$ cat src/rtl/ls_pkg.sv
// Load/store unit shared types: func3 codes, FSM states, size decode.
// Imported by ls_unit and ls_lane_align.
package ls_pkg;

  localparam int ADDR_W_DEF = 11;

  typedef enum logic [2:0] {
    LB  = 3'b000,
    LH  = 3'b001,
    LW  = 3'b010,
    LBU = 3'b100,
    LHU = 3'b101
  } ld_f3_e;

  typedef enum logic [2:0] {
    SB = 3'b000,
    SH = 3'b001,
    SW = 3'b010
  } st_f3_e;

  typedef enum logic [1:0] {
    IDLE,
    ACC0,
    ACC1,
    DONE
  } ls_state_e;

  function automatic logic [3:0] size_mask(
    input logic [1:0] sz
  );
    logic [3:0] m;
    case (sz)
      2'b00:   m = 4'b0001;
      2'b01:   m = 4'b0011;
      default: m = 4'b1111;
    endcase
    return m;
  endfunction

  function automatic logic f3_legal(
    input logic       we,
    input logic [2:0] f3
  );
    logic ok;
    if (we)
      ok = f3 inside {SB, SH, SW};
    else
      ok = f3 inside {LB, LH, LW, LBU, LHU};
    return ok;
  endfunction

endpackage

$ cat src/rtl/ls_lane_align.sv
// Byte-lane steering for the load/store unit: enables, store
// rotation and load extract/extend. Purely combinational.
module ls_lane_align
  import ls_pkg::*;
(
  input  logic [2:0]  func3,
  input  logic [1:0]  off,
  input  logic [31:0] wdata,
  input  logic [31:0] word0,
  input  logic [23:0] word1,
  output logic [3:0]  be0,
  output logic [3:0]  be1,
  output logic        split,
  output logic [31:0] wdata_rot,
  output logic [31:0] rdata
);

  logic [7:0]  mask;
  logic [31:0] raw;

  assign mask  = {4'b0000, size_mask(func3[1:0])} << off;
  assign be0   = mask[3:0];
  assign be1   = mask[7:4];
  assign split = |mask[7:4];

  always_comb begin
    wdata_rot = wdata;
    raw       = word0;
    case (off)
      2'd1: begin
        wdata_rot = {wdata[23:0], wdata[31:24]};
        raw       = {word1[7:0], word0[31:8]};
      end
      2'd2: begin
        wdata_rot = {wdata[15:0], wdata[31:16]};
        raw       = {word1[15:0], word0[31:16]};
      end
      2'd3: begin
        wdata_rot = {wdata[7:0], wdata[31:8]};
        raw       = {word1[23:0], word0[31:24]};
      end
      default: ;
    endcase
  end

  always_comb begin
    rdata = raw;
    unique case (1'b1)
      (func3 == LB):  rdata = {{24{raw[7]}}, raw[7:0]};
      (func3 == LH):  rdata = {{16{raw[15]}}, raw[15:0]};
      (func3 == LBU): rdata = {24'h0, raw[7:0]};
      (func3 == LHU): rdata = {16'h0, raw[15:0]};
      default:        rdata = raw;
    endcase
  end

endmodule

$ cat src/rtl/ls_unit.sv
// MEM-stage load/store unit: one request at a time, word-boundary
// crossing accesses split into two memory cycles.
module ls_unit
  import ls_pkg::*;
#(
  parameter int ADDR_W = ADDR_W_DEF
) (
  input  logic              clk,
  input  logic              rst,
  input  logic              req_valid,
  output logic              req_ready,
  input  logic              req_we,
  input  logic [2:0]        req_func3,
  input  logic [31:0]       req_addr,
  input  logic [31:0]       req_wdata,
  output logic              resp_valid,
  output logic [31:0]       resp_rdata,
  output logic              resp_err,
  output logic              mem_en,
  output logic              mem_we,
  output logic [ADDR_W-3:0] mem_addr,
  output logic [3:0]        mem_be,
  output logic [31:0]       mem_wdata,
  input  logic [31:0]       mem_rdata
);

  localparam int WI_W = ADDR_W - 2;

  ls_state_e state, state_nx;

  logic              we_q;
  logic [2:0]        f3_q;
  logic [ADDR_W-1:0] addr_q;
  logic [31:0]       wdata_q;
  logic              err_q;
  logic [31:0]       word0_q;
  logic [31:0]       rdata_q;
  logic [31:0]       rdata_nx;

  logic [WI_W-1:0]   widx;
  logic [3:0]        be0, be1;
  logic              split;
  logic [31:0]       wrot, ld_data, w0;
  logic              hs;
  logic              unused_addr_hi;

  assign unused_addr_hi = ^req_addr[31:ADDR_W];
  assign hs   = req_valid && req_ready;
  assign widx = addr_q[ADDR_W-1:2];
  // Split loads park the first word; the second arrives live in DONE.
  assign w0   = split ? word0_q : mem_rdata;

  ls_lane_align u_align (
    .func3     (f3_q),
    .off       (addr_q[1:0]),
    .wdata     (wdata_q),
    .word0     (w0),
    .word1     (mem_rdata[23:0]),
    .be0       (be0),
    .be1       (be1),
    .split     (split),
    .wdata_rot (wrot),
    .rdata     (ld_data)
  );

  always_ff @(posedge clk) begin
    if (rst) begin
      state   <= IDLE;
      we_q    <= 1'b0;
      f3_q    <= 3'b000;
      addr_q  <= '0;
      wdata_q <= '0;
      err_q   <= 1'b0;
      word0_q <= '0;
      rdata_q <= '0;
    end else begin
      state <= state_nx;
      if (hs) begin
        we_q    <= req_we;
        f3_q    <= req_func3;
        addr_q  <= req_addr[ADDR_W-1:0];
        wdata_q <= req_wdata;
        err_q   <= !f3_legal(req_we, req_func3);
      end
      if (state == ACC1)
        word0_q <= mem_rdata;
      if (state == DONE)
        rdata_q <= rdata_nx;
    end
  end

  always_comb begin
    state_nx   = state;
    req_ready  = 1'b0;
    resp_valid = 1'b0;
    resp_err   = 1'b0;
    mem_en     = 1'b0;
    mem_we     = 1'b0;
    mem_addr   = '0;
    mem_be     = 4'b0000;
    mem_wdata  = '0;
    rdata_nx   = rdata_q;
    if (!rst) begin
      unique case (state)
        IDLE: begin
          req_ready = 1'b1;
          if (req_valid)
            state_nx = f3_legal(req_we, req_func3) ? ACC0 : DONE;
        end
        ACC0: begin
          mem_en    = 1'b1;
          mem_we    = we_q;
          mem_addr  = widx;
          mem_be    = be0;
          mem_wdata = wrot;
          state_nx  = split ? ACC1 : DONE;
        end
        ACC1: begin
          mem_en    = 1'b1;
          mem_we    = we_q;
          mem_addr  = widx + WI_W'(1);
          mem_be    = be1;
          mem_wdata = wrot;
          state_nx  = DONE;
        end
        DONE: begin
          resp_valid = 1'b1;
          resp_err   = err_q;
          rdata_nx   = (we_q || err_q) ? 32'h0 : ld_data;
          state_nx   = IDLE;
        end
      endcase
    end
  end

  assign resp_rdata = rst ? 32'h0 : rdata_nx;

endmodule

$ cat config.mk
export PLATFORM = sky130hd
export DESIGN_NAME = ls_unit
export DESIGN_NICKNAME = d
export VERILOG_FILES = /design/src/rtl/ls_pkg.sv /design/src/rtl/ls_lane_align.sv /design/src/rtl/ls_unit.sv
export SDC_FILE = /design/constraint.sdc
export NUM_CORES = 1
export LEC_CHECK = 0
export BUFFER_PORTS_ARGS = -buffer_cell sky130_fd_sc_hd__buf_4
export CAP_MARGIN = 20
export CORE_MARGIN = 2
export CORE_UTILIZATION = 54
export DETAILED_ROUTE_END_ITERATION = 6
export GPL_ROUTABILITY_DRIVEN = 1
export PLACE_DENSITY = 0.81
export SYNTH_ARGS = -nofsm -noshare
export SYNTH_HDL_FRONTEND = slang
export SYNTH_HIERARCHICAL = 1
export SYNTH_SLANG_ARGS = --single-unit
$ cat constraint.sdc
create_clock -name clk -period 4.55 [get_ports clk]
set_clock_uncertainty 0.1 [all_clocks]
set_input_delay 0.91 -clock clk [delete_from_list [all_inputs] [get_ports clk]]
set_output_delay 0.91 -clock clk [all_outputs]
set_load 0.02 [all_outputs]
==> results of run 1 <==
[metrics by stage]
stage,std cells,area [um^2],setup WS [ns],hold slack [ns]
finish,1102,8940,0.171,0.374
global route,1102,8940,0.0621,0.407
CTS,1102,8930,0.0826,0.376
detailed placement,1070,8370,0.544,0.366
global placement,1070,8370,0.601,0.362
floorplan,793,7190,0.458,0.331
[per-layer routing]
| layer | GRT usage, % | wire length (um) | up-vias |
|---|---|---|---|
| li1 | - | - | 3031 |
| met1 | 35.7 | 7950 | 3121 |
| met2 | 45.4 | 9500 | 296 |
| met3 | 6.80 | 1510 | 49 |
| met4 | 11.8 | 616 | 0 |
| met5 | 0 | 0 | - |
[state kept, by name, indices dropped and copies added, names as in the netlist]
name,flops
addr_q,11
err_q,1
f3_q,3
rdata_q,32
state,2
wdata_q,32
we_q,1
word0_q,32
[power breakdown]
| part | total [mW] | switching, mW | internal, mW |
|---|---|---|---|
| combinational | 1.77 | 0.985 | 0.781 |
| clock | 1.26 | 0.443 | 0.818 |
| sequential | 1.35 | 0.155 | 1.19 |
[cell usage after synthesis (6+ instances only)]
| cell type | instances |
|---|---|
| sky130_fd_sc_hd__a21oi_1 | 35 |
| sky130_fd_sc_hd__a22oi_1 | 6 |
| sky130_fd_sc_hd__and2_1 | 35 |
| sky130_fd_sc_hd__buf_2 | 32 |
| sky130_fd_sc_hd__clkbuf_1 | 26 |
| sky130_fd_sc_hd__dfxtp_1 | 114 |
| sky130_fd_sc_hd__ha_1 | 6 |
| sky130_fd_sc_hd__inv_1 | 7 |
| sky130_fd_sc_hd__mux2_2 | 32 |
| sky130_fd_sc_hd__mux2i_1 | 33 |
| sky130_fd_sc_hd__mux4_2 | 66 |
| sky130_fd_sc_hd__nand2_1 | 118 |
| sky130_fd_sc_hd__nand3_1 | 52 |
| sky130_fd_sc_hd__nor2_1 | 106 |
| sky130_fd_sc_hd__nor2b_1 | 34 |
| sky130_fd_sc_hd__o21ai_0 | 27 |
[final timing paths]
kind                start        endpoint  depth (start not counted)
setup reg to reg  f3_q[1]     rdata_q[28]                          8
setup / recovery  f3_q[1]  resp_rdata[28]                          9
hold reg to reg   f3_q[2]         f3_q[2]                          2
hold / removal    f3_q[2]         f3_q[2]                          2
[cell usage in the layout (no fill, tap or decap), types with 4 or more instances in the layout]
cell,netlist,routed
sky130_fd_sc_hd__buf_4,4,175
sky130_fd_sc_hd__nand2_1,118,118
sky130_fd_sc_hd__dfxtp_1,114,112
sky130_fd_sc_hd__nor2_1,106,106
sky130_fd_sc_hd__mux4_2,66,66
sky130_fd_sc_hd__nand3_1,52,52
sky130_fd_sc_hd__and2_1,35,35
sky130_fd_sc_hd__a21oi_1,35,35
sky130_fd_sc_hd__nor2b_1,34,34
sky130_fd_sc_hd__mux2i_1,33,33
sky130_fd_sc_hd__mux2_2,32,32
sky130_fd_sc_hd__o21ai_0,27,27
sky130_fd_sc_hd__clkbuf_16,0,17
sky130_fd_sc_hd__inv_1,7,7
sky130_fd_sc_hd__a22oi_1,6,6
sky130_fd_sc_hd__nand2b_1,5,5
sky130_fd_sc_hd__ha_1,6,5
sky130_fd_sc_hd__clkbuf_1,26,5
sky130_fd_sc_hd__clkbuf_8,0,5
sky130_fd_sc_hd__o31ai_1,4,4
sky130_fd_sc_hd__clkinv_2,0,4
[final cells by class]
| class | instances | area, um^2 | share of cell area, % |
|---|---|---|---|
| clock buffers | 27 | 513 | 5.74 |
| clock inverters | 5 | 50.0 | 0.560 |
| repair buffers | 176 | 1330 | 14.8 |
| flip-flops and latches | 114 | 2290 | 25.6 |
| inverters | 9 | 33.8 | 0.378 |
| multi-input cells | 595 | 4510 | 50.4 |
| well taps | 176 | 220 | 2.46 |
[worst max-delay path: stages (launching register included)]
cell	delay, ns
sky130_fd_sc_hd__dfxtp_1	0.36
sky130_fd_sc_hd__and2_1	0.19
sky130_fd_sc_hd__a21o_2	0.28
sky130_fd_sc_hd__mux2_2	0.42
sky130_fd_sc_hd__mux4_2	0.51
sky130_fd_sc_hd__mux2i_4	0.44
sky130_fd_sc_hd__o21ai_0	0.27
sky130_fd_sc_hd__a21oi_1	0.23
sky130_fd_sc_hd__nor2_1	0.06
sky130_fd_sc_hd__buf_4	0.19
[logic make-up after synthesis]
logic type                 share of synthesized area (%)
and+or+nand+nor                                     23.1
DFF                                                 31.7
other                                             0.0521
AOI/OAI and AO/OA                                   7.36
xor gates and xnor gates                           0.365
adders and majority gates                           1.04
buffers and inverters                               5.72
muxes                                               30.6
[repair_timing]
item | 4_1_cts | 5_1_grt
setup buffers | 0 | 0
gates resized for setup | 0 | 2
setup endpoints to repair | 0 | 10
==> impl.org, run 1 <==
** Outcome
- Run status :: completed

** Floorplan
- Vert. Die Dim :: 119 um
- Core area :: 13100 um^2
- Count of boundary I/O pins :: 185
- For this configuration, the core starts out at a cell density of 54.7%.
- The floorplan has 42 rows.
- In this run the horizontal extent of the chip is 119 um.
- Die area :: 14300 um^2

** Logic synthesis
- For this run, the number of Yosys warnings is 6.
- Portion of the post-synthesis area used by sequential elements :: 31.7%
- In the synthesized netlist the dominant register cell turns out to be sky130_fd_sc_hd__dfxtp_1.
- The average instance in the mapped netlist occupies 9.07 um^2.
- After synthesis the netlist holds a flip-flop and latch count of 114.
- Dominant cell type by area after synthesis :: sky130_fd_sc_hd__dfxtp_1
- Cell variety after synth :: 49
- Number of enable flip-flop cells after synthesis :: 0
- In the synthesized netlist the async set-or-reset flop fraction comes to 0%.
- Gate count after technology mapping :: 793
- Post-synthesis instance area :: 7190 um^2
- After synthesis, the cell types taking the most area are sky130_fd_sc_hd__dfxtp_1, sky130_fd_sc_hd__mux4_2, sky130_fd_sc_hd__nand2_1.
- Share of Yosys cell area claimed by the top area cell type :: 31.7%
- The number of nets in the synthesized netlist is 902.

** Critical path
- The worst setup path is launched from a flop.
- Worst path arrival time :: 3.37 ns
- Peak fanout along the critical path :: 16
- Type of element capturing the critical path :: output port
- The critical path is of the flop to output port type.
- Data on the critical path is required at its endpoint by 3.54 ns.
- Setup slack of the worst register-to-register path :: 1.55 ns

** Detailed routing
- After detailed routing, the number of vias per cell comes to 5.90.
- Number of search-and-repair iterations in the first detailed-routing pass :: 5
- DR vias :: 6497
- The detail route stage leaves a number of antenna-violating nets equal to 0.
- Total wire length :: 19.6 mm
- After detailed routing, the number of remaining DRC violations is 0.
- Average wire per cell in the routed design :: 17.8 um
- The detailed router finished its first iteration with 529 violations.

** CTS
- Buffers inserted to repair hold after CTS numbered 0.
- CTS built an H-tree with a depth of 4.
- After clock tree synthesis, the clock-pin slew on the worst setup and hold paths is 0.05 ns.
- Number of buffers on the longest clock path :: 2
- The tree built by TritonCTS fans out to 114 sinks.
- For the worst-skew pair, the clock arrives at the later sink with an insertion delay of 0.42 ns.
- The tree is rooted in a sky130_fd_sc_hd__clkbuf_16.
- TritonCTS built the clock tree.
- TritonCTS created 17 clock buffers.

** Power
- Cell area power density :: 489 nW/um^2
- Overall power :: 4.37 mW
- Leakage power :: 3.83 nW
- The worst-case IR drop observed on VDD is 0.440 mV.

** STA
- Unrepaired setup endpoints after global routing :: false
- Setup violations remaining at the end of the flow were counted as 0.
- In the finished design, the share of the clock period the worst path needs comes to 96.2%.
- Final total negative setup slack :: 0 ns
- Transition time of the tightest slew-check pin :: 1.01 ns
- The final-report hold violation count is 0.
- The clock period could shrink to 4.38 ns.
- Top achievable clock speed :: 228 MHz
- Headroom to the max-slew limit came out at 32.3%.
- The number of pins exceeding their max-slew limit in the final report was 0.

** Placement
- The HPWL after detailed placement is 12.9 mm.
- Routability-driven placement finished with a final weighted congestion of 0.896.
- Count of input and output buffers :: 163

** Cells and area
- Number of antenna diodes :: 0
- Ratio of cells with drive above 1 in the final layout :: 33.5%
- Count of nets after finishing :: 1022
- The area growth from synthesis to layout is 24.3%.
- The layout has 1034 filler cells.
- End-of-flow core utilization :: 68.0%

** GRT
- The number of global-route vias before repair is 6250.
- Global routing used 27.9% of the available tracks across all layers.
- Antenna violations before repair :: 0
- Pin count of the biggest net entering global routing :: 100
- Remaining global-route overflow :: 0
- Wire length of the first global-routing pass :: 31.5 mm

** Job
- The tool flagged a number of max-cap violations equal to 0.

** Worst hold path
- The path class of the tightest hold or removal check is flop to flop.
Power figures use the tool's default switching activity.
==> run 2: changes to the inputs <==
- CORE_UTILIZATION: 54 -> 53
- SYNTH_HIERARCHICAL: 1 -> unset
- clock period: 4.55 -> 4.91 ns (I/O delays scaled with it)
==> run 2 against run 1 <==
Effect of this change: non-clock buffer count down 3; final area down 7.9%; register-to-register slack better by 0.68 ns; routed wire length down 4.6%; worst setup slack better by 0.53 ns; final cell count down 7.6%; die area down 5.4%; combinational power down 24%; sequential power down 11%; highest routed layer unchanged.
==> impl.org, run 2 <==
** Outcome
- Run status :: completed (unchanged)

** Detailed routing
- Remaining antenna violation count :: 0 (unchanged)
- The DRC violation count after routing was 0 (unchanged).
- The final wirelength is 18.7 mm (was 19.6 mm).
- Highest metal layer used by the detailed router :: met4 (unchanged)
- Average wire per cell in the routed design :: 18.3 um (was 17.8 um)
- Avg Vias per Cell :: 6.15 (was 5.90)
- Number of search-and-repair iterations in the first detailed-routing pass :: 5 (unchanged)
- The total vias in the final route came to 6256 (was 6497).
- Met1 layer wirelength in the final routing :: 8.21 mm (was 7.95 mm)
- The violation count after the first detailed-routing iteration is 547 (was 529).
- Routed length on met2 :: 8.81 mm (was 9.50 mm)
- Met3 wire length :: 1.43 mm (was 1.51 mm)

** Logic synthesis
- Top cell types by occurrence after synthesis: sky130_fd_sc_hd__dfxtp_1, sky130_fd_sc_hd__nand2_1, sky130_fd_sc_hd__o21ai_0 (was sky130_fd_sc_hd__nand2_1, sky130_fd_sc_hd__dfxtp_1, sky130_fd_sc_hd__nor2_1).
- Post-synth ARST share :: 0% (unchanged)
- The number of enable-type register cells in the synthesized netlist was 0 (unchanged).
- The mean instance size in the synthesized netlist was 9.16 um^2 (was 9.07 um^2).
- The flip-flop and latch count after synthesis is 106 (was 114).
- The post-synthesis instance total came to 727 (was 793).
- The prevailing post-synth register cell is sky130_fd_sc_hd__dfxtp_1 (unchanged).
- Top post-synthesis cells by area :: sky130_fd_sc_hd__dfxtp_1, sky130_fd_sc_hd__mux4_2, sky130_fd_sc_hd__mux2i_1 (was sky130_fd_sc_hd__dfxtp_1, sky130_fd_sc_hd__mux4_2, sky130_fd_sc_hd__nand2_1)
- The sequential-to-total area share from yosys stat came to 31.8% (was 31.7%).
- Mapped Nets :: 836 (was 902)
- Number of warnings printed during yosys synthesis :: 0 (was 6)
- The area of the mapped netlist was 6660 um^2 (was 7190 um^2).
- The cell type with the largest total area after synthesis was sky130_fd_sc_hd__dfxtp_1 (unchanged).
- Share of Yosys cell area claimed by the top area cell type :: 31.8% (was 31.7%)
- Cell variety after synth :: 49 (unchanged)
- Cell with the most instances after synthesis :: sky130_fd_sc_hd__dfxtp_1 (was sky130_fd_sc_hd__nand2_1)

** Placement
- Final Wtd Congestion :: 0.913 (was 0.896)
- The count of input and output buffers is 163 (unchanged).
- The detailed placer's ending HPWL is 13.1 mm (was 12.9 mm).
- The placed instance area came to 7880 um^2 (was 8370 um^2).

** Cells and area
- Registers with the highest flip-flop counts :: rdata_q x32, wdata_q x32, word0_q x24 (was rdata_q x32, wdata_q x32, word0_q x32)
- The most common cell after layout, fill and taps aside is sky130_fd_sc_hd__buf_4 (unchanged).
- The share of layout cells above drive strength 1 is 29.5% (was 33.5%).
- The cell area after layout was 8230 um^2 (was 8940 um^2).
- Total of fill cells in the finished design :: 988 (was 1034)
- Count of nets after finishing :: 954 (was 1022)
- The antenna diode count came to 0 (unchanged).
- The area growth from synthesis to layout is 23.5% (was 24.3%).
- Commonest cells after routing, fill and taps aside: sky130_fd_sc_hd__buf_4, sky130_fd_sc_hd__dfxtp_1, sky130_fd_sc_hd__nand2_1 (was sky130_fd_sc_hd__buf_4, sky130_fd_sc_hd__nand2_1, sky130_fd_sc_hd__dfxtp_1).

** Critical path
- Worst stage delay on the critical path :: 0.70 ns (was 0.51 ns)
- Cell with the largest stage delay on the worst path :: sky130_fd_sc_hd__inv_1 (was sky130_fd_sc_hd__mux4_2)
- The critical path start-end classification was primary input to output port (was flop to output port).
- Critical path's top delay family :: buffers and inverters (was multiplexers)
- The sort of element at the end of the critical path is an output port (unchanged).
- CP bufs+invs :: 3 (was 1)
- Most numerous cell on the critical path :: sky130_fd_sc_hd__buf_4
- Cell chain of the critical path: buf_4 -> nand2b_1 -> inv_1 -> nand2_1 -> a31oi_1 -> o21ai_0 -> o31ai_1 -> buf_4 (was and2_1 -> a21o_2 -> mux2_2 -> mux4_2 -> mux2i_4 -> o21ai_0 -> a21oi_1 -> nor2_1 -> buf_4).
- The arrival time of data at the critical path endpoint was 3.13 ns (was 3.37 ns).
- Required time of the critical path :: 3.83 ns (was 3.54 ns)
- Peak fanout along the critical path :: 39 (was 16)
- The type of element launching the critical path was a primary input (was flop).

** Floorplan
- The horizontal die dimension is 116 um (was 119 um).
- The overall die height is 116 um (was 119 um).
- Initial core utilization :: 54.8% (was 54.7%)
- Number of rows created at floorplan :: 40 (was 42)
- Die area :: 13500 um^2 (was 14300 um^2)
- Count of boundary I/O pins :: 185 (unchanged)
- Core area :: 12200 um^2 (was 13100 um^2)

** STA
- The number of pins exceeding their max-slew limit in the final report came to 0 (unchanged).
- Number of setup violations in the final report :: 0 (unchanged)
- Period utilisation layout :: 85.8%
- Final number of hold-violating endpoints :: 0 (unchanged)
- Transition time of the tightest slew-check pin :: 0.947 ns (was 1.01 ns)
- Worst slew margin :: 36.8% (was 32.3%)
- Final total negative setup slack :: 0 ns (unchanged)
- The routed design could run at a clock period as short as 4.21 ns.
- Unrepaired setup endpoints after global routing: false (unchanged).
- For this run, the top clock speed supported by timing is 237 MHz.

** GRT
- Wire length of the first global-routing pass :: 29.8 mm (was 31.5 mm)
- The number of antenna violations at the first check in global routing is 0 (unchanged).
- The maximum number of pins on one net before global-route repair is 64 (was 100).
- Number of global-route vias before repair :: 5753 (was 6250)
- Remaining global-route overflow :: 0 (unchanged)
- The all-layer global routing usage came to 28.2% (was 27.9%).

** Power
- The switching share of power is 36.9% (was 36.2%).
- Part of the power in registers :: 35.2% (was 30.8%)
- Leakage power :: 3.32 nW (was 3.83 nW)
- Power share of the combinational group :: 39.6% (was 40.4%)
- Switching power :: 1.26 mW (was 1.58 mW)
- Cell area power density :: 414 nW/um^2 (was 489 nW/um^2)
- The relative contribution of the clock network to total power was 25.1% (was 28.8%).
- Cell-internal power :: 2.15 mW (was 2.79 mW)
- Maximum VDD drop :: 0.356 mV (was 0.440 mV)

** CTS
- Count of clock tree sinks :: 106 (was 114)
- The total clock buffers created by CTS came to 9 (was 17).
- Clock root buffer :: sky130_fd_sc_hd__clkbuf_16 (unchanged)
- Post-CTS clock slew at the launch and capture registers of the worst setup and hold paths :: 0.08 ns (was 0.05 ns)
- Hold bufs inserted after CTS :: 0 (unchanged)
- The post-CTS resize count was 0 (unchanged).
- The clock tree from TritonCTS is built (unchanged).
- CTS H-Tree Depth :: 3 (was 4)
- Post-CTS setup buffers :: 0 (unchanged)
- Clock latency on the worst-skew pair :: 0.36 ns (was 0.42 ns)
- Number of buffers on the longest clock path :: 2 (unchanged)

** Worst hold path
- Type of the worst min-delay path :: flop to flop (unchanged)

** Job
- Reported max-cap violation count :: 0 (unchanged)
-- run 2: cell types whose count changed after synthesis, sizes merged, moves of 29 or more --
cell    before  now
nand3       52   12
nor2       106   41
nor2b       34    5
a22o         0   34
nand2      118   87
nand2b       5   46
o21ai       28   65
-- run 2: worst register-to-register path: stages, from the launching register on --
cell and delay, ns:
sky130_fd_sc_hd__dfxtp_4 0.76, sky130_fd_sc_hd__clkinv_1 0.22, sky130_fd_sc_hd__o22ai_2 0.53, sky130_fd_sc_hd__mux2_2 0.42
sky130_fd_sc_hd__o2111a_1 0.28, sky130_fd_sc_hd__a221o_1 0.28
-- run 2: through the flow --
stage | hold slack, ns | utilization (%) | setup WS (ns) | std cells | total power, mW
3_5_place_dp | 0.359 | 64.8 | 0.731 | 1002 | 2.55
3_3_place_gp | 0.347 | 64.8 | 0.840 | 1002 | 2.49
6_report | 0.379 | 67.7 | 0.698 | 1018 | 3.40
5_1_grt | 0.392 | 67.7 | 0.469 | 1018 | 3.59
4_1_cts | 0.377 | 67.7 | 0.727 | 1018 | 3.40
2_1_floorplan | 0.337 | - | 1.43 | 727 | 2.17
-- run 2: kinds of logic (layout without fill, tap and decap cells) --
family	count (synthesis)	count (layout)	synth area share [%]
AND/OR/NAND/NOR	256	256	19.3
multiplexers	90	90	22.7
XOR/XNOR	2	2	0.263
adder cells (fa/ha/maj)	6	6	1.13
flip-flops	106	106	31.8
AO/OA/AOI/OAI	186	186	19.3
buffers and inverters	81	204	5.48
-- run 2: worst paths after layout --
check / slack [ns] / to / cells after the start / from
worst min-delay path: 0.38 / rdata_q[12] / 2 / rdata_q[12]
worst min register to register: 0.38 / rdata_q[12] / 2 / rdata_q[12]
worst max-delay path: 0.70 / mem_addr[8] / 8 / rst
worst max register to register: 2.23 / rdata_q[2] / 5 / addr_q[1]
-- run 2: power groups by stage --
stage	clock (mW)	combinational (mW)	sequential, mW
CTS	0.859	1.34	1.19
detailed placement	0	1.34	1.21
floorplan	0	1.03	1.14
global placement	0	1.30	1.19
global route	0.900	1.46	1.22
finish	0.855	1.35	1.20
-- run 2: final cells by class --
cell class,instances,area (um^2),share of cell area [%]
tap,168,210,2.55
inverter,15,56.3,0.684
timing repair buffer,173,1300,15.8
multi-input combinational,540,4180,50.8
sequential,106,2130,25.9
clock buffer,10,239,2.90
clock inverter,6,113,1.37
-- run 2: routing by layer --
metal / global-route usage [%] / vias to the layer above
met5: 0 / -
met4: 7.38 / 0
met3: 7.37 / 19
met2: 43.4 / 280
met1: 39.8 / 3052
li1: - / 2905
==> run 3: changes to the inputs <==
- CORE_UTILIZATION: 53 -> 54
- SYNTH_HIERARCHICAL: unset -> 1
==> run 3 against run 2 <==
Effect of this change: the flow now finishes with violations (design-rule violations); final area grew 8.4%; worst setup slack lost 0.24 ns; sequential share of layout area shrank 0.20 points; largest cell class unchanged; largest power group unchanged.
==> impl.org, run 3 (same netlist as run 1, synthesis figures left out) <==
** STA
- Top achievable clock speed :: 224 MHz (was 237 MHz)
- The setup-violating endpoint count in the final report was 0 (unchanged).
- Post-route worst hold slack :: 0.389 ns (was 0.379 ns)
- Period utilisation layout :: 90.7% (was 85.8%)
- The relative max-transition margin came to 34.7% (was 36.8%).
- Transition time of the tightest slew-check pin :: 0.980 ns (was 0.947 ns)
- The final setup TNS was 0 ns (unchanged).
- Final worst path period need :: 4.46 ns (was 4.21 ns)
- Worst Setup Slack, final :: 0.455 ns (was 0.698 ns)
- Unrepaired setup endpoints after global routing :: false (unchanged)
- The number of pins exceeding their max-slew limit in the final report was 0 (unchanged).
- The final-report hold violation count came to 0 (unchanged).

** CTS
- The clock slew seen by the registers of the worst setup and hold paths is 0.05 ns (was 0.08 ns).
- Count of clock tree sinks :: 114 (was 106)
- Clock tree from TritonCTS :: built (unchanged)
- The H-tree depth was 4 (was 3).
- Number of buffers added by the clock tree synthesis step :: 17 (was 9)
- Number of buffers on the longest clock path :: 2 (unchanged)
- Post-CTS Resized :: 0 (unchanged)
- Clock latency on the worst-skew pair :: 0.42 ns (was 0.36 ns)
- Post-CTS setup buffers :: 0 (unchanged)
- The master cell of the clock root buffer is sky130_fd_sc_hd__clkbuf_16 (unchanged).
- The post-cts hold buffer count is 0 (unchanged).

** Detailed routing
- The per-cell routed wire length was 17.9 um (was 18.3 um).
- Remaining antenna violation count :: 0 (unchanged)
- The final wirelength was 19.7 mm (was 18.7 mm).
- The number of iterations in the first detailed-routing pass is 7 (was 5).
- The total vias in the final route came to 6512 (was 6256).
- Avg Vias per Cell :: 5.91 (was 6.15)
- The DRC violation count after routing came to 3 (was 0).
- Drt initial violations :: 648 (was 547)

** GRT
- The total congestion overflow after global routing is 0 (unchanged).
- The number of antenna violations at the first check in global routing came to 0 (unchanged).
- The maximum number of pins on one net before global-route repair was 80 (was 64).
- Number of global-route vias before repair :: 6136 (was 5753)
- The all-layer global routing usage came to 28.2% (about the same).
- The global-route wire length before repair is 31.7 mm (was 29.8 mm).

** Critical path
- Type of element capturing the critical path :: output port (unchanged)
- The reg-to-reg startpoint is f3_q[1] (was addr_q[1]).
- Setup slack of the worst register-to-register path :: 1.91 ns (was 2.23 ns)
- The cell class contributing the biggest share of worst-path delay was multiplexers (was buffers and inverters).
- Peak fanout along the critical path :: 16 (was 39)
- Cell chain of the critical path :: and2_1 -> a21o_1 -> mux2_2 -> mux4_2 -> mux2i_4 -> o21ai_0 -> a21oi_1 -> nor2_1 -> buf_4 (was buf_4 -> nand2b_1 -> inv_1 -> nand2_1 -> a31oi_1 -> o21ai_0 -> o31ai_1 -> buf_4)
- End of the worst register-to-register path :: rdata_q[22] (was rdata_q[2])
- CP bufs+invs :: 1 (was 3)
- The arrival time of data at the critical path endpoint came to 3.37 ns (was 3.13 ns).
- Cell with the largest stage delay on the worst path :: sky130_fd_sc_hd__mux4_2 (was sky130_fd_sc_hd__inv_1)
- Crit start category :: flop (was primary input)
- The required time at the worst-slack endpoint is 3.83 ns (about the same).
- The delay of the slowest critical-path stage came to 0.51 ns (was 0.70 ns).
- The number of cells on the worst reg-to-reg path is 8 (was 5).
- Crit path kind :: flop to output port (was primary input to output port)

** Power
- The switching power was 1.47 mW (was 1.26 mW).
- The power per standard cell area is 450 nW/um^2 (was 414 nW/um^2).
- Leakage power :: 3.83 nW (was 3.32 nW)
- Part of the power in registers :: 31.1% (was 35.2%)
- Maximum VDD drop :: 0.472 mV (was 0.356 mV)
- Switching share of power :: 36.6% (was 36.9%)
- The total design power came to 4.01 mW (was 3.40 mW).
- Cell-internal power :: 2.55 mW (was 2.15 mW)
- The relative contribution of combinational cells to total power was 40.8% (was 39.6%).
- The relative contribution of the clock network to total power came to 28.1% (was 25.1%).

** Cells and area
- The share of layout cells above drive strength 1 is 33.5% (was 29.5%).
- Number of antenna diodes :: 0 (unchanged)
- The number of cells in the finished layout apart from fillers was 1102 (was 1018).
- Most common library cell in the layout ignoring fill and taps :: sky130_fd_sc_hd__buf_4 (unchanged)
- The net count of the finished layout was 1022 (was 954).
- Synthesis-to-finish area growth :: 24.0% (was 23.5%)
- Commonest cells after routing, fill and taps aside :: sky130_fd_sc_hd__buf_4, sky130_fd_sc_hd__nand2_1, sky130_fd_sc_hd__dfxtp_1 (was sky130_fd_sc_hd__buf_4, sky130_fd_sc_hd__dfxtp_1, sky130_fd_sc_hd__nand2_1)
- Total of fill cells in the finished design :: 1035 (was 988)
- Registers with the highest flip-flop counts: rdata_q x32, wdata_q x32, word0_q x32 (was rdata_q x32, wdata_q x32, word0_q x24).

** Floorplan
- Number of rows created at floorplan :: 42 (was 40)
- The floorplan core area was 13100 um^2 (was 12200 um^2).
- The I/O pin count was 185 (unchanged).
- Initial core utilization :: 54.7% (was 54.8%)
- The full die area was 14300 um^2 (was 13500 um^2).
- Vert. Die Dim :: 119 um (was 116 um)
- Chip width :: 119 um (was 116 um)

** Worst hold path
- The startpoint of the tightest hold check path is word0_q[29] (was rdata_q[12]).
- Capture endpoint of the worst hold path :: word0_q[29] (was rdata_q[12])
- The number of instances on the worst hold path was 2 (unchanged).
- The class of the worst hold path was flop to flop (unchanged).

** Placement
- Count of input and output buffers :: 163 (unchanged)
- Final Wtd Congestion :: 0.851 (was 0.913)
- HPWL after detailed placement :: 12.8 mm (was 13.1 mm)
- The worst setup slack after placement is 0.845 ns (was 0.731 ns).
- The placed cell count came to 1070 (was 1002).

** Job
- The number of max-cap violations was 0 (unchanged).

** Outcome
- The final reports fail on design-rule violations.
- Run status: finished, violations left (was completed).
==> run 3: cell types whose count changed in the layout (fill, tap and decap cells not counted), moves of 18 or more <==
cell	change
sky130_fd_sc_hd__a22o_1	-34
sky130_fd_sc_hd__mux2_2	+25
sky130_fd_sc_hd__mux4_2	+18
sky130_fd_sc_hd__nand2_1	+31
sky130_fd_sc_hd__nand2b_1	-41
sky130_fd_sc_hd__nand3_1	+40
sky130_fd_sc_hd__nor2_1	+66
sky130_fd_sc_hd__nor2b_1	+29
sky130_fd_sc_hd__o21ai_0	-35
==> run 3: per-stage QoR <==
stage	area, um^2	util, %
after global routing	8920	67.9
after floorplan	7190	-
after global placement	8370	63.7
after detailed placement	8370	63.7
after CTS	8920	67.9
final	8920	67.9
==> run 3: power groups by stage <==
stage	registers [mW]	clock network [mW]	logic (mW)
global placement	1.24	0	1.58
floorplan	1.21	0	1.24
finish	1.25	1.13	1.64
CTS	1.24	1.13	1.63
global route	1.27	1.18	1.77
detailed placement	1.26	0	1.61
==> run 3: worst max path at each step <==
stage / startpoint / endpoint / slack [ns] / cells after the start
6_report: f3_q[1] / resp_rdata[21] / 0.45 / 9
3_5_place_dp: mem_rdata[31] / resp_rdata[22] / 0.84 / 8
4_1_cts: addr_q[1] / resp_rdata[22] / 0.52 / 7
2_1_floorplan: addr_q[1] / resp_rdata[18] / 0.75 / 13
3_3_place_gp: mem_rdata[31] / resp_rdata[22] / 0.87 / 8
5_1_grt: addr_q[1] / resp_rdata[21] / 0.28 / 7
==> run 3: layer usage <==
layer,track usage [%],vias to the layer above,share of wire (%)
met2,45.4,312,49
met3,6.03,50,7.1
met4,12.1,0,3.1
met5,0,-,0
li1,-,3026,-
met1,36.9,3124,41
==> run 3: worst reg2reg max path: stages (launching register included) <==
cell	delay [ns]
sky130_fd_sc_hd__dfxtp_1	0.36
sky130_fd_sc_hd__and2_1	0.19
sky130_fd_sc_hd__a21o_1	0.27
sky130_fd_sc_hd__mux2_2	0.43
sky130_fd_sc_hd__mux4_2	0.51
sky130_fd_sc_hd__mux2i_4	0.46
sky130_fd_sc_hd__o21ai_0	0.17
sky130_fd_sc_hd__a21oi_1	0.28
sky130_fd_sc_hd__nor2_1	0.07
==> run 3: final cells by class <==
type,count,area [um^2],area share [%]
well taps,176,220,2.47
multi-input cells,595,4510,50.5
repair buffers,176,1320,14.8
clock buffers,27,523,5.86
clock inverters,5,25.0,0.281
flip-flops and latches,114,2290,25.7
inverters,9,33.8,0.379
